### config.mk
export PLATFORM = sky130hd
export DESIGN_NAME = dmem_arbiter
export DESIGN_NICKNAME = d
export VERILOG_FILES = /design/src/rtl/dmem_arb_pkg.sv /design/src/rtl/dmem_arb_pick.sv /design/src/rtl/dmem_arbiter.sv
export SDC_FILE = /design/constraint.sdc
export NUM_CORES = 1
export LEC_CHECK = 0
export CAP_MARGIN = 15
export CORE_AREA = 2 2 49 51
export DETAILED_ROUTE_END_ITERATION = 10
export DIE_AREA = 0 0 51 53
export DONT_BUFFER_PORTS = 1
export GPL_TIMING_DRIVEN = 0
export HOLD_SLACK_MARGIN = 0.08
export PLACE_DENSITY = 0.66
export SLEW_MARGIN = 20
export SYNTH_ARGS = -nofsm -noshare
export SYNTH_HDL_FRONTEND = slang
export SYNTH_HIERARCHICAL = 1
export SYNTH_SLANG_ARGS = --single-unit
### constraint.sdc
create_clock -name clk -period 5.1 [get_ports clk]
set_input_delay 1.02 -clock clk [delete_from_list [all_inputs] [get_ports clk]]
set_output_delay 1.02 -clock clk [all_outputs]
set_load 0.01 [all_outputs]
### src/rtl/dmem_arb_pkg.sv
// Shared constants and helpers for the data-memory arbiter.
package dmem_arb_pkg;

  // Requester identifiers, as reported on the owner output.
  localparam logic REQ_CPU = 1'b0;
  localparam logic REQ_DBG = 1'b1;

  localparam int DEF_ADDR_W   = 6;
  localparam int DEF_DATA_W   = 16;
  localparam int DEF_LOCK_MAX = 8;

  // Lock counter width: it must be able to hold LOCK_MAX itself.
  function automatic int lock_cnt_w(input int lock_max);
    return $clog2(lock_max + 1);
  endfunction

endpackage

### src/rtl/dmem_arb_pick.sv
// Combinational winner select for the two-requester memory arbiter.
module dmem_arb_pick
  import dmem_arb_pkg::*;
(
  input  logic req0_i,
  input  logic req1_i,
  input  logic prio_i,
  input  logic lock_ok_i,
  output logic gnt0_o,
  output logic gnt1_o,
  output logic winner_o
);

  // A lone requester always wins; under contention the lock or prio decides.
  always_comb begin
    // NOTE: every output gets a default first so no path leaves it unassigned (no latch).
    gnt0_o = 1'b0;
    gnt1_o = 1'b0;
    if (req0_i && req1_i) begin
      if (lock_ok_i || (prio_i == REQ_DBG)) gnt1_o = 1'b1;
      else                                  gnt0_o = 1'b1;
    end else if (req0_i) begin
      gnt0_o = 1'b1;
    end else if (req1_i) begin
      gnt1_o = 1'b1;
    end
    // With no grant the winner reads as the CPU so the memory muxes idle on r0.
    winner_o = gnt1_o ? REQ_DBG : REQ_CPU;
  end

endmodule

### src/rtl/dmem_arbiter.sv
// Round-robin arbiter sharing the single-port data memory between the CPU
// (requester 0) and the debug/loader port (requester 1), with bounded
// debug burst locking and a one-cycle read-valid return path.
module dmem_arbiter
  import dmem_arb_pkg::*;
#(
  parameter int ADDR_W   = DEF_ADDR_W,
  parameter int DATA_W   = DEF_DATA_W,
  parameter int LOCK_MAX = DEF_LOCK_MAX
) (
  input  logic              clk,
  input  logic              rst,
  input  logic              r0_req,
  input  logic              r0_we,
  input  logic [ADDR_W-1:0] r0_addr,
  input  logic [DATA_W-1:0] r0_wdata,
  output logic              r0_gnt,
  output logic              r0_rvalid,
  output logic [DATA_W-1:0] r0_rdata,
  input  logic              r1_req,
  input  logic              r1_we,
  input  logic [ADDR_W-1:0] r1_addr,
  input  logic [DATA_W-1:0] r1_wdata,
  output logic              r1_gnt,
  output logic              r1_rvalid,
  output logic [DATA_W-1:0] r1_rdata,
  input  logic              r1_lock,
  output logic              mem_en,
  output logic              mem_we,
  output logic [ADDR_W-1:0] mem_addr,
  output logic [DATA_W-1:0] mem_wdata,
  input  logic [DATA_W-1:0] mem_rdata,
  output logic              owner
);

  localparam int                CNT_W      = lock_cnt_w(LOCK_MAX);
  localparam logic [CNT_W-1:0]  LOCK_MAX_C = CNT_W'(LOCK_MAX);

  logic             prio_q, prio_d;
  logic             last_q, last_d;
  logic [CNT_W-1:0] lock_cnt_q, lock_cnt_d;
  logic             rv0_q, rv0_d;
  logic             rv1_q, rv1_d;

  logic req0_v, req1_v, lock_ok;
  logic gnt0, gnt1, winner;

  // Nothing is issued while reset is held, even if requests are present.
  assign req0_v  = r0_req & ~rst;
  assign req1_v  = r1_req & ~rst;
  assign lock_ok = r1_lock && (last_q == REQ_DBG) && (lock_cnt_q < LOCK_MAX_C);

  dmem_arb_pick u_pick (
    .req0_i    (req0_v),
    .req1_i    (req1_v),
    .prio_i    (prio_q),
    .lock_ok_i (lock_ok),
    .gnt0_o    (gnt0),
    .gnt1_o    (gnt1),
    .winner_o  (winner)
  );

  assign r0_gnt = gnt0;
  assign r1_gnt = gnt1;
  assign mem_en = gnt0 | gnt1;
  assign owner  = last_q;

  // Route the winner's access fields to the memory; r0 when idle.
  always_comb begin
    mem_we    = r0_we;
    mem_addr  = r0_addr;
    mem_wdata = r0_wdata;
    if (winner == REQ_DBG) begin
      mem_we    = r1_we;
      mem_addr  = r1_addr;
      mem_wdata = r1_wdata;
    end
  end

  // Next-state for priority, owner, lock counter and read-valid flags.
  always_comb begin
    prio_d     = prio_q;
    last_d     = last_q;
    lock_cnt_d = lock_cnt_q;
    if (mem_en) begin
      last_d = winner;
      prio_d = ~winner;
    end
    if (gnt0 || !r1_lock) begin
      lock_cnt_d = '0;
    end else if (gnt1 && r0_req && (lock_cnt_q < LOCK_MAX_C)) begin
      lock_cnt_d = lock_cnt_q + 1'b1;
    end
    rv0_d = gnt0 & ~r0_we;
    rv1_d = gnt1 & ~r1_we;
  end

  // State registers with synchronous reset; r0 is favoured on restart.
  always_ff @(posedge clk) begin
    if (rst) begin
      // NOTE: sequential state is written with non-blocking assignments only.
      prio_q     <= REQ_CPU;
      last_q     <= REQ_CPU;
      lock_cnt_q <= '0;
      rv0_q      <= 1'b0;
      rv1_q      <= 1'b0;
    end else begin
      prio_q     <= prio_d;
      last_q     <= last_d;
      lock_cnt_q <= lock_cnt_d;
      rv0_q      <= rv0_d;
      rv1_q      <= rv1_d;
    end
  end

  // A read issued just before reset is squashed in the reset cycle itself,
  // so the requester never sees a pulse for an access reset abandoned.
  assign r0_rvalid = rv0_q & ~rst;
  assign r1_rvalid = rv1_q & ~rst;
  assign r0_rdata  = r0_rvalid ? mem_rdata : '0;
  assign r1_rdata  = r1_rvalid ? mem_rdata : '0;

endmodule

==> results of run 1 <==
-- sequential cells by signal (all words and copies together) (netlist names) --
register and count:
lock_cnt_q 4, owner 1, prio_q 1, rv0_q 1
rv1_q 1
-- power breakdown --
part | internal [uW] | total [uW] | switching [uW] | leakage, uW
Clock | 27.0 | 49.8 | 22.8 | 0.0000138
Sequential | 64.2 | 65.5 | 1.29 | 0.0000649
Combinational | 23.6 | 51.9 | 28.3 | 0.000320
-- stage by stage --
stage	utilization	hold slack, ps	area [um2]	worst slack, ps	power, uW
floorplan	-	452	930	1300	112
global placement	0.449	474	965	1040	118
detailed placement	0.449	476	965	1010	119
CTS	0.460	490	987	1000	169
global route	0.460	509	987	811	174
finish	0.460	489	987	989	167
-- layout make-up --
cell class,instances,area [um2],share of cell area
multi-input combinational,88,724,0.734
sequential,8,160,0.162
buffer,8,45.0,0.0456
tap,28,35.0,0.0355
clock buffer,3,22.5,0.0228
-- cell usage after synthesis (all sizes together) --
cell type,count,share of area
nor2,2,0.0081
nand4,1,0.0067
a21boi,1,0.0081
or4b,1,0.011
ha,1,0.013
a211oi,1,0.0081
mux2,25,0.30
nand2,1,0.0040
and4bb,3,0.040
and2,33,0.22
a21oi,1,0.0054
or2,1,0.0067
dfxtp,8,0.17
mux2i,1,0.011
nor4b,1,0.0094
nand4bb,2,0.024
buf,8,0.048
or3b,1,0.0094
and2b,4,0.032
o21ai,3,0.016
nor3,1,0.0054
nand4b,1,0.0094
nor3b,2,0.016
and3b,1,0.0094
-- critical path, cell delays in order --
cell and delay [ps]:
buf_4 140, and2b_1 210, a21boi_1 660, buf_4 220, buf_2 180, buf_2 250, mux2_2 410
-- kinds of logic (layout without fill, tap and decap cells) --
group,after synthesis,count (layout),synth area share
fa+ha+maj,1,1,0.0135
compound gates,6,6,0.0377
mux,26,26,0.314
simple gates,55,55,0.415
buf+inv,8,11,0.0484
flops,8,8,0.172
-- layer usage --
layer	vias to the layer above	global-route usage	share of wire
li1	369	-	-
met1	371	0.190	0.32
met2	80	0.364	0.54
met3	2	0.0876	0.13
met4	0	0.0270	0.0046
met5	-	0	0
-- final timing paths --
kind,to,from,cells after the start
setup / recovery,mem_wdata[9],rst,7
hold / removal,lock_cnt_q[3]$_SDFFE_PP0P_,lock_cnt_q[2]$_SDFFE_PP0P_,2
setup reg to reg,owner$_SDFFE_PP0P_,owner$_SDFFE_PP0P_,9
hold reg to reg,lock_cnt_q[3]$_SDFFE_PP0P_,lock_cnt_q[2]$_SDFFE_PP0P_,2
==> flow_summary.yaml, run 1 <==
finish:
  final_common_cell: "and2_1"
  final_nets: 177
  n_antenna_cell: 0
  areaGrowthSynthToFinish_pct: 6.19
  drive_gt1_frac: 0.364
  layout_common_cells: "and2_1, mux2_2, dfxtp_1"
  fin_cells: 135
  n_fill_cell: 211
place:
  dpl.cell_count: 132
  gp_congestion: 0.808
  io_buffers: 0
  hpwl_um: 2480
timing:
  fin_skew_ps: 4.20
  max-slew-margin-rel: 0.469
  rsz0062_at_grt: "no"
  max_freq_mhz: 243
  hold_viol: 0
  setup_viol: 0
  worstMarginPinSlew_ps: 795
  setup_tns_ps: 0
  period_needed_ps: 4110
  period_share: 0.806
  slew_viol_final: 0
yosys:
  netlist_area_um2: 930
  ys_ff_latch: 8
  seq_area_frac_synth: 0.172
  synth_cell_types: 26
  syn_nets: 172
  synth_cells: 104
  yosys_warnings: 6
  avgSynthCellArea_um2: 8.94
drt:
  viasPerCell: 6.09
  wl_um: 2850
  drtIter0Drc: 4
  drc: 0
  wl_per_cell_um: 21.1
  first_pass_iters: 3
  ant_nets: 0
  via_count: 822
floorplanning:
  die-area_mm2: 0.00270
  rows: 17
  pin_count: 128
  die_height_um: 53
  die_w_um: 51
  initial_core_util: 0.433
  coreArea_mm2: 0.00215
clock_network:
  cts_setup_buffers: 0
  postCtsResizedCells: 0
  clockBufferDepth: 2
  ctsHoldBuffers: 0
  clk_latency_ps: 260
  cts-root-buf: "clkbuf_4"
  htree_num_levels: 1
  cts_buffers: 3
  path_clk_slew_ps: 60
  cts_sinks: 8
  cts_tree: "built"
worst_setup_path:
  worstSetupPathType: "input pin to primary output"
  r2r_slack_ps: 2830
  end_kind: "primary output"
  worstPathRequired_ps: 4080
  cp_max_fo: 10
  arrival_ps: 3090
  start_kind: "input pin"
global_routing:
  grt_pass1_wl_um: 3640
  grt_overflow_total: 0
  antenna_found_initial: 0
  grt_max_degree: 11
  grt_pass1_vias: 713
  grt_usage: 0.190
worst_hold_path:
  holdCritPathClass: "flip-flop to flip-flop"
power:
  ir_drop_mv: 0.139
  power.leakage_uw: 0.000399
  power_density_mw_per_mm2: 169
outcome:
  status: "completed"
run:
  maxCapViolations: 0
No activity file was read; power rests on OpenSTA's default activity.
==> run 2: changes to the inputs <==
==> constraint.sdc (replaced) <==
create_clock -name clk -period 4.03 [get_ports clk]
set_input_delay 0.806 -clock clk [delete_from_list [all_inputs] [get_ports clk]]
set_output_delay 0.806 -clock clk [all_outputs]
set_load 0.01 [all_outputs]
==> results of run 2 <==
Same layout as run 1 (identical final DEF). Status: completed.
Main changes from that run: setup slack after placement 1010 ps -> 372 ps; setup slack after layout 989 ps -> 347 ps; register-to-register setup slack 2830 ps -> 1760 ps; total power 167 uW -> 212 uW; worst IR drop on VDD 0.139 mV -> 0.176 mV
==> run 3: changes to the inputs <==
--- a/config.mk
+++ b/config.mk
@@ -5,6 +5,7 @@
 export SDC_FILE = /design/constraint.sdc
 export NUM_CORES = 1
 export LEC_CHECK = 0
+export ABC_CLOCK_PERIOD_IN_PS = 4030
 export CAP_MARGIN = 15
 export CORE_AREA = 2 2 49 51
 export DETAILED_ROUTE_END_ITERATION = 10
==> results of run 3 <==
Same layout as run 1 (identical final DEF). Status: completed.
Main changes from that run: setup slack after placement 1010 ps -> 372 ps; setup slack after layout 989 ps -> 347 ps; register-to-register setup slack 2830 ps -> 1760 ps; total power 167 uW -> 212 uW; worst IR drop on VDD 0.139 mV -> 0.176 mV
==> RTL edit 1: new RTL, flow settings as in run 3 <==
Set the package constant `DEF_LOCK_MAX` to 9 (it was 8).
--- a/src/rtl/dmem_arb_pkg.sv
+++ b/src/rtl/dmem_arb_pkg.sv
@@ -7,7 +7,7 @@
 
   localparam int DEF_ADDR_W   = 6;
   localparam int DEF_DATA_W   = 16;
-  localparam int DEF_LOCK_MAX = 8;
+  localparam int DEF_LOCK_MAX = 9;
 
   // Lock counter width: it must be able to hold LOCK_MAX itself.
   function automatic int lock_cnt_w(input int lock_max);
Check against the original RTL: not equivalent (a bounded check fails within 10 cycles, from zero or initial values and one cycle with rst high).
==> RTL edit 1 against run 3 <==
Sequential cell count is the same. Fmax grew 7.0%. Worst setup slack gained 0.24 ns. Area after synthesis grew 2.4%. Highest routed layer unchanged. Via count shrank 3.5%. Sequential share of layout area shrank 0.40 points. Synthesized cell count grew 5.8%. Combinational power shrank 0.8%. Design area grew 2.5%. Non-clock buffer count shrank 1. Routed wire length shrank 12%. Power shrank 2.7%. Critical endpoint is now mem_addr[2].
==> RTL edit 1: results (changes against run 3) <==
Max IR drop VDD 0.157 mV (-11%); mux cell area share after synthesis 0.293 (-0.0206); cell area after placement 987 µm² (+2.3%); first-pass GRT wire length 3.44 mm (-5.5%); post-synthesis compound-gate area fraction 0.0736 (+0.0359); top cells by area, synth and2_1, mux2_2, dfxtp_1, mux2_1, buf_6; Cells after Synth 110 (+5.8%); Synth cell types 25 (-3.8%); sequential cell area share 0.158 (-0.00401); Diodes inserted 1 (+1); met2 usage 0.314 (-0.0498); routability cong. 0.681 (-16%); Fmax 290 MHz (+7.0%); Syn Nets 179 (+4.1%); Plain + repair buffers 7 (-1); outcome finished, final reports clean; DR pass1 iterations 4 (+1); met3 WL 341 µm (-10%); wire per inst 17.7 µm (-16%); GR met1 Demand/Resource 0.165 (-0.0254); most frequent cells after synthesis and2_1, mux2_2, dfxtp_1, mux2_1, nand2_1; Netlist Area Pre-Place 952 µm² (+2.4%); Synth Area in Adders 0.0263 (+0.0128); number of non-clock inverters in the layout 3 (+3); Leak 0.000392 µW (-1.8%); WHS 0.495 ns (+0.00596 ns); M1 WL 876 µm (-3.6%); met3 GRT Util 0.0989 (+0.0113); worst reg2reg setup slack 1.60 ns (-0.16 ns); Tot GR Track Use 0.175 (-0.0149); Worst EP arrival 2.64 ns (-0.24 ns); Yosys top cell area share 0.217 (-0.0860); Placement Setup Slack 0.610 ns (+0.238 ns); vias 793 (-3.5%); post-synthesis sequential area ratio 0.168 (-0.00407); initial antenna violation count 1 (+1); Multi-In Gates 92 (+4.5%); layout cells sized above 1 0.283 (-0.0813); routed wl met2 1.29 mm (-17%)
## RTL edit 1: power breakdown
group	leakage (µW)	internal [µW]	switching, µW
Combinational	0.000313	28.9	36.3
Clock	0.0000138	33.8	23.8
Sequential	0.0000649	81.4	1.70
## RTL edit 1: stage by stage
stage / utilization / power [µW]
after global routing: 0.470 / 221
after detailed placement: 0.460 / 150
final: 0.471 / 206
after floorplan: - / 143
after global placement: 0.460 / 148
after CTS: 0.470 / 210
## RTL edit 1: worst paths after layout
check / start / endpoint / cells after the start
min reg2reg: lock_cnt_q[1]$_SDFFE_PP0P_ / lock_cnt_q[1]$_SDFFE_PP0P_ / 2
max: rst / mem_addr[2] / 7
min: lock_cnt_q[1]$_SDFFE_PP0P_ / lock_cnt_q[1]$_SDFFE_PP0P_ / 2
max reg2reg: lock_cnt_q[0]$_SDFFE_PP0P_ / prio_q$_SDFFE_PP0P_ / 12
==> RTL edit 2: new RTL, config.mk and constraints of run 3 <==
Made on the original files. Reset style: asynchronous (`rst`), changed in one clocked block. Comments in the files are not updated.
--- a/src/rtl/dmem_arbiter.sv
+++ b/src/rtl/dmem_arbiter.sv
@@ -96,7 +96,7 @@
   end
 
   // State registers with synchronous reset; r0 is favoured on restart.
-  always_ff @(posedge clk) begin
+  always_ff @(posedge clk or posedge rst) begin
     if (rst) begin
       // NOTE: sequential state is written with non-blocking assignments only.
       prio_q     <= REQ_CPU;
Check against the original RTL: differs if rst is asserted again (counterexample within 4 cycles, from zero or initial values and one cycle with rst high); with rst held inactive, the same outputs for 10 cycles.
==> RTL edit 2 against run 3 <==
Design area up 3.5%. Synthesized cell count unchanged. Sequential cell count unchanged. Worst hold slack got worse by 0.11 ns. Count of clock-buffer cells in the layout did not move. Worst setup slack better by 0.15 ns. Area after synthesis up 3.8%. Die area did not move. Clock power increased by 3%. Clock skew down 0.00069 ns. Routed wire length shrank 15%. Power increased by 8.5%.
==> RTL edit 2: results (changes against run 3) <==
crit path max fanout 10 (unchanged); Leak 0.000440 µW (+10%); number of global-route vias before repair 655 (-8.1%); routability cong. 0.745 (-7.8%); Placement Setup Slack 0.494 ns (+0.121 ns); Psw 74.7 µW (+13%); PortBufs 0 (unchanged); DR vias/cell 5.91 (-2.9%); Worst-path clk slew 0.06 ns (about the same); CTS Root Cell clkbuf_4; Worst Skew 0.00351 ns (-0.000691 ns); Iter 0 DRT Violations 13 (+9); postcts setup bufs 0 (unchanged); worst reg2reg setup slack 2.00 ns (+0.24 ns); worst slew pin tran 0.725 ns (-0.0696 ns); Primary FF master, synth dfrtp_1; Synth Area in Adders 0.0130 (-0.000489); outcome finished, final reports clean; Worst EP arrival 2.73 ns (-0.15 ns); most frequent cells after synthesis and2_1, mux2_2, dfrtp_1; DR pass1 iterations 4 (+1); Layout fillers 201 (-4.7%); post-detail-place hpwl 2.08 mm (-16%); Largest Register lock_cnt_q; worst setup path end mem_addr[2]; layout cells sized above 1 0.336 (-0.0280); Final #Nets 177 (unchanged); top cells by area, synth mux2_2, and2_1, dfrtp_1, nand3b_1, buf_6; Resized Gates After CTS 0 (unchanged); Hold Crit Class input port to asynchronous set/reset pin; WS Path Type input port to output pin; Max IR drop VDD 0.208 mV (+18%); Diodes inserted 0 (unchanged); Clock Path Buffers 2 (unchanged); wire per inst 17.9 µm (-15%); Synth Area in XOR/XNOR 0 (unchanged); Synth async-reset ratio 1.00 (+1.00); number of synthesized flops with an enable pin 0 (unchanged); worst-skew pair later-pin latency 0.26 ns (about the same); Worst R2R Path Depth 8 (-1); post-synthesis sequential area ratio 0.208 (+0.0352); # setup viols final 0 (unchanged); largest net degree at the start of global routing 11 (unchanged); Synth cell types 26 (unchanged); CTS Buf Count 3 (unchanged); Synth Warn # 6 (unchanged); mux cell area share after synthesis 0.315 (+0.00158); worst r2r src owner$_DFFE_PP0P_; first-pass GRT wire length 2.85 mm (-22%); initial antenna violation count 0 (unchanged); Tot GR Track Use 0.147 (-0.0425); Syn Nets 172 (unchanged); CTS H-Tree Depth 1 (unchanged); Critical Path Start r1_lock; Fmax 283 MHz (+4.2%); post-synthesis compound-gate area fraction 0.0233 (-0.0143); Largest register FFs 4 (unchanged); worst r2r dst owner$_DFFE_PP0P_
RTL edit 2: cell types whose count changed in the layout (fill, tap and decap cells not counted), sizes merged, moves of 2 or more:
cell	delta
dfrtp	+8
mux2i	+2
nand3b	+5
nor3b	-2
nor2b	+6
and2b	-4
and4bb	-3
dfxtp	-8
nand4bb	-2
RTL edit 2: worst min path at each step:
stage,cells past startpoint,startpoint,to
global placement,2,prio_q$_DFFE_PP0P_,prio_q$_DFFE_PP0P_
detailed placement,2,lock_cnt_q[3]$_DFFE_PP0P_,lock_cnt_q[3]$_DFFE_PP0P_
global route,1,rst,lock_cnt_q[3]$_DFFE_PP0P_
finish,1,rst,lock_cnt_q[2]$_DFFE_PP0P_
CTS,1,rst,lock_cnt_q[2]$_DFFE_PP0P_
floorplan,2,lock_cnt_q[3]$_DFFE_PP0P_,lock_cnt_q[3]$_DFFE_PP0P_
RTL edit 2: cell type report:
| cell class | count | share of cell area |
|---|---|---|
| Sequential cell | 8 | 0.196 |
| Inverter | 1 | 0.00367 |
| Tap cell | 28 | 0.0343 |
| Buffer | 8 | 0.0624 |
| Multi-Input combinational cell | 87 | 0.682 |
| Clock buffer | 3 | 0.0220 |
RTL edit 2: per-layer routing:
metal | global-route usage | wire length [µm] | vias to the layer above
met2 | 0.286 | 1310 | 82
met5 | 0 | 0 | -
li1 | - | - | 359
met4 | 0.0541 | 19 | 0
met3 | 0.0650 | 292 | 4
met1 | 0.134 | 800 | 353
RTL edit 2: logic make-up (layout without fill, tap and decap cells):
logic type	count (synthesis)	in the layout
AOI/OAI and AO/OA	4	4
adders and majority gates	1	1
buffers and inverters	9	12
DFF	8	8
muxes	27	27
and+or+nand+nor	55	55
RTL edit 2: metrics by stage:
step	std cells	instance area (µm²)	utilization	hold WS, ns
floorplan	104	965	-	0.504
global placement	132	1000	0.465	0.538
detailed placement	132	1000	0.465	0.544
CTS	135	1020	0.476	0.377
global route	135	1020	0.476	0.395
finish	135	1020	0.476	0.378
RTL edit 2: worst max-delay path: stages:
cell	delay, ns
buf_4	0.13
nand2_1	0.06
nor2_1	0.13
nor2_1	0.06
a21boi_1	0.59
buf_4	0.21
buf_2	0.20
buf_6	0.17
mux2_2	0.38
RTL edit 2: power groups by stage:
stage                     clock (µW)  sequential, µW  combinational (µW)
after detailed placement           0            89.5                77.4
after global placement             0            89.5                76.3
after floorplan                    0            88.8                69.2
final                           64.7            88.2                76.6
after CTS                       67.7            88.1                77.6
after global routing            71.5            89.0                82.5
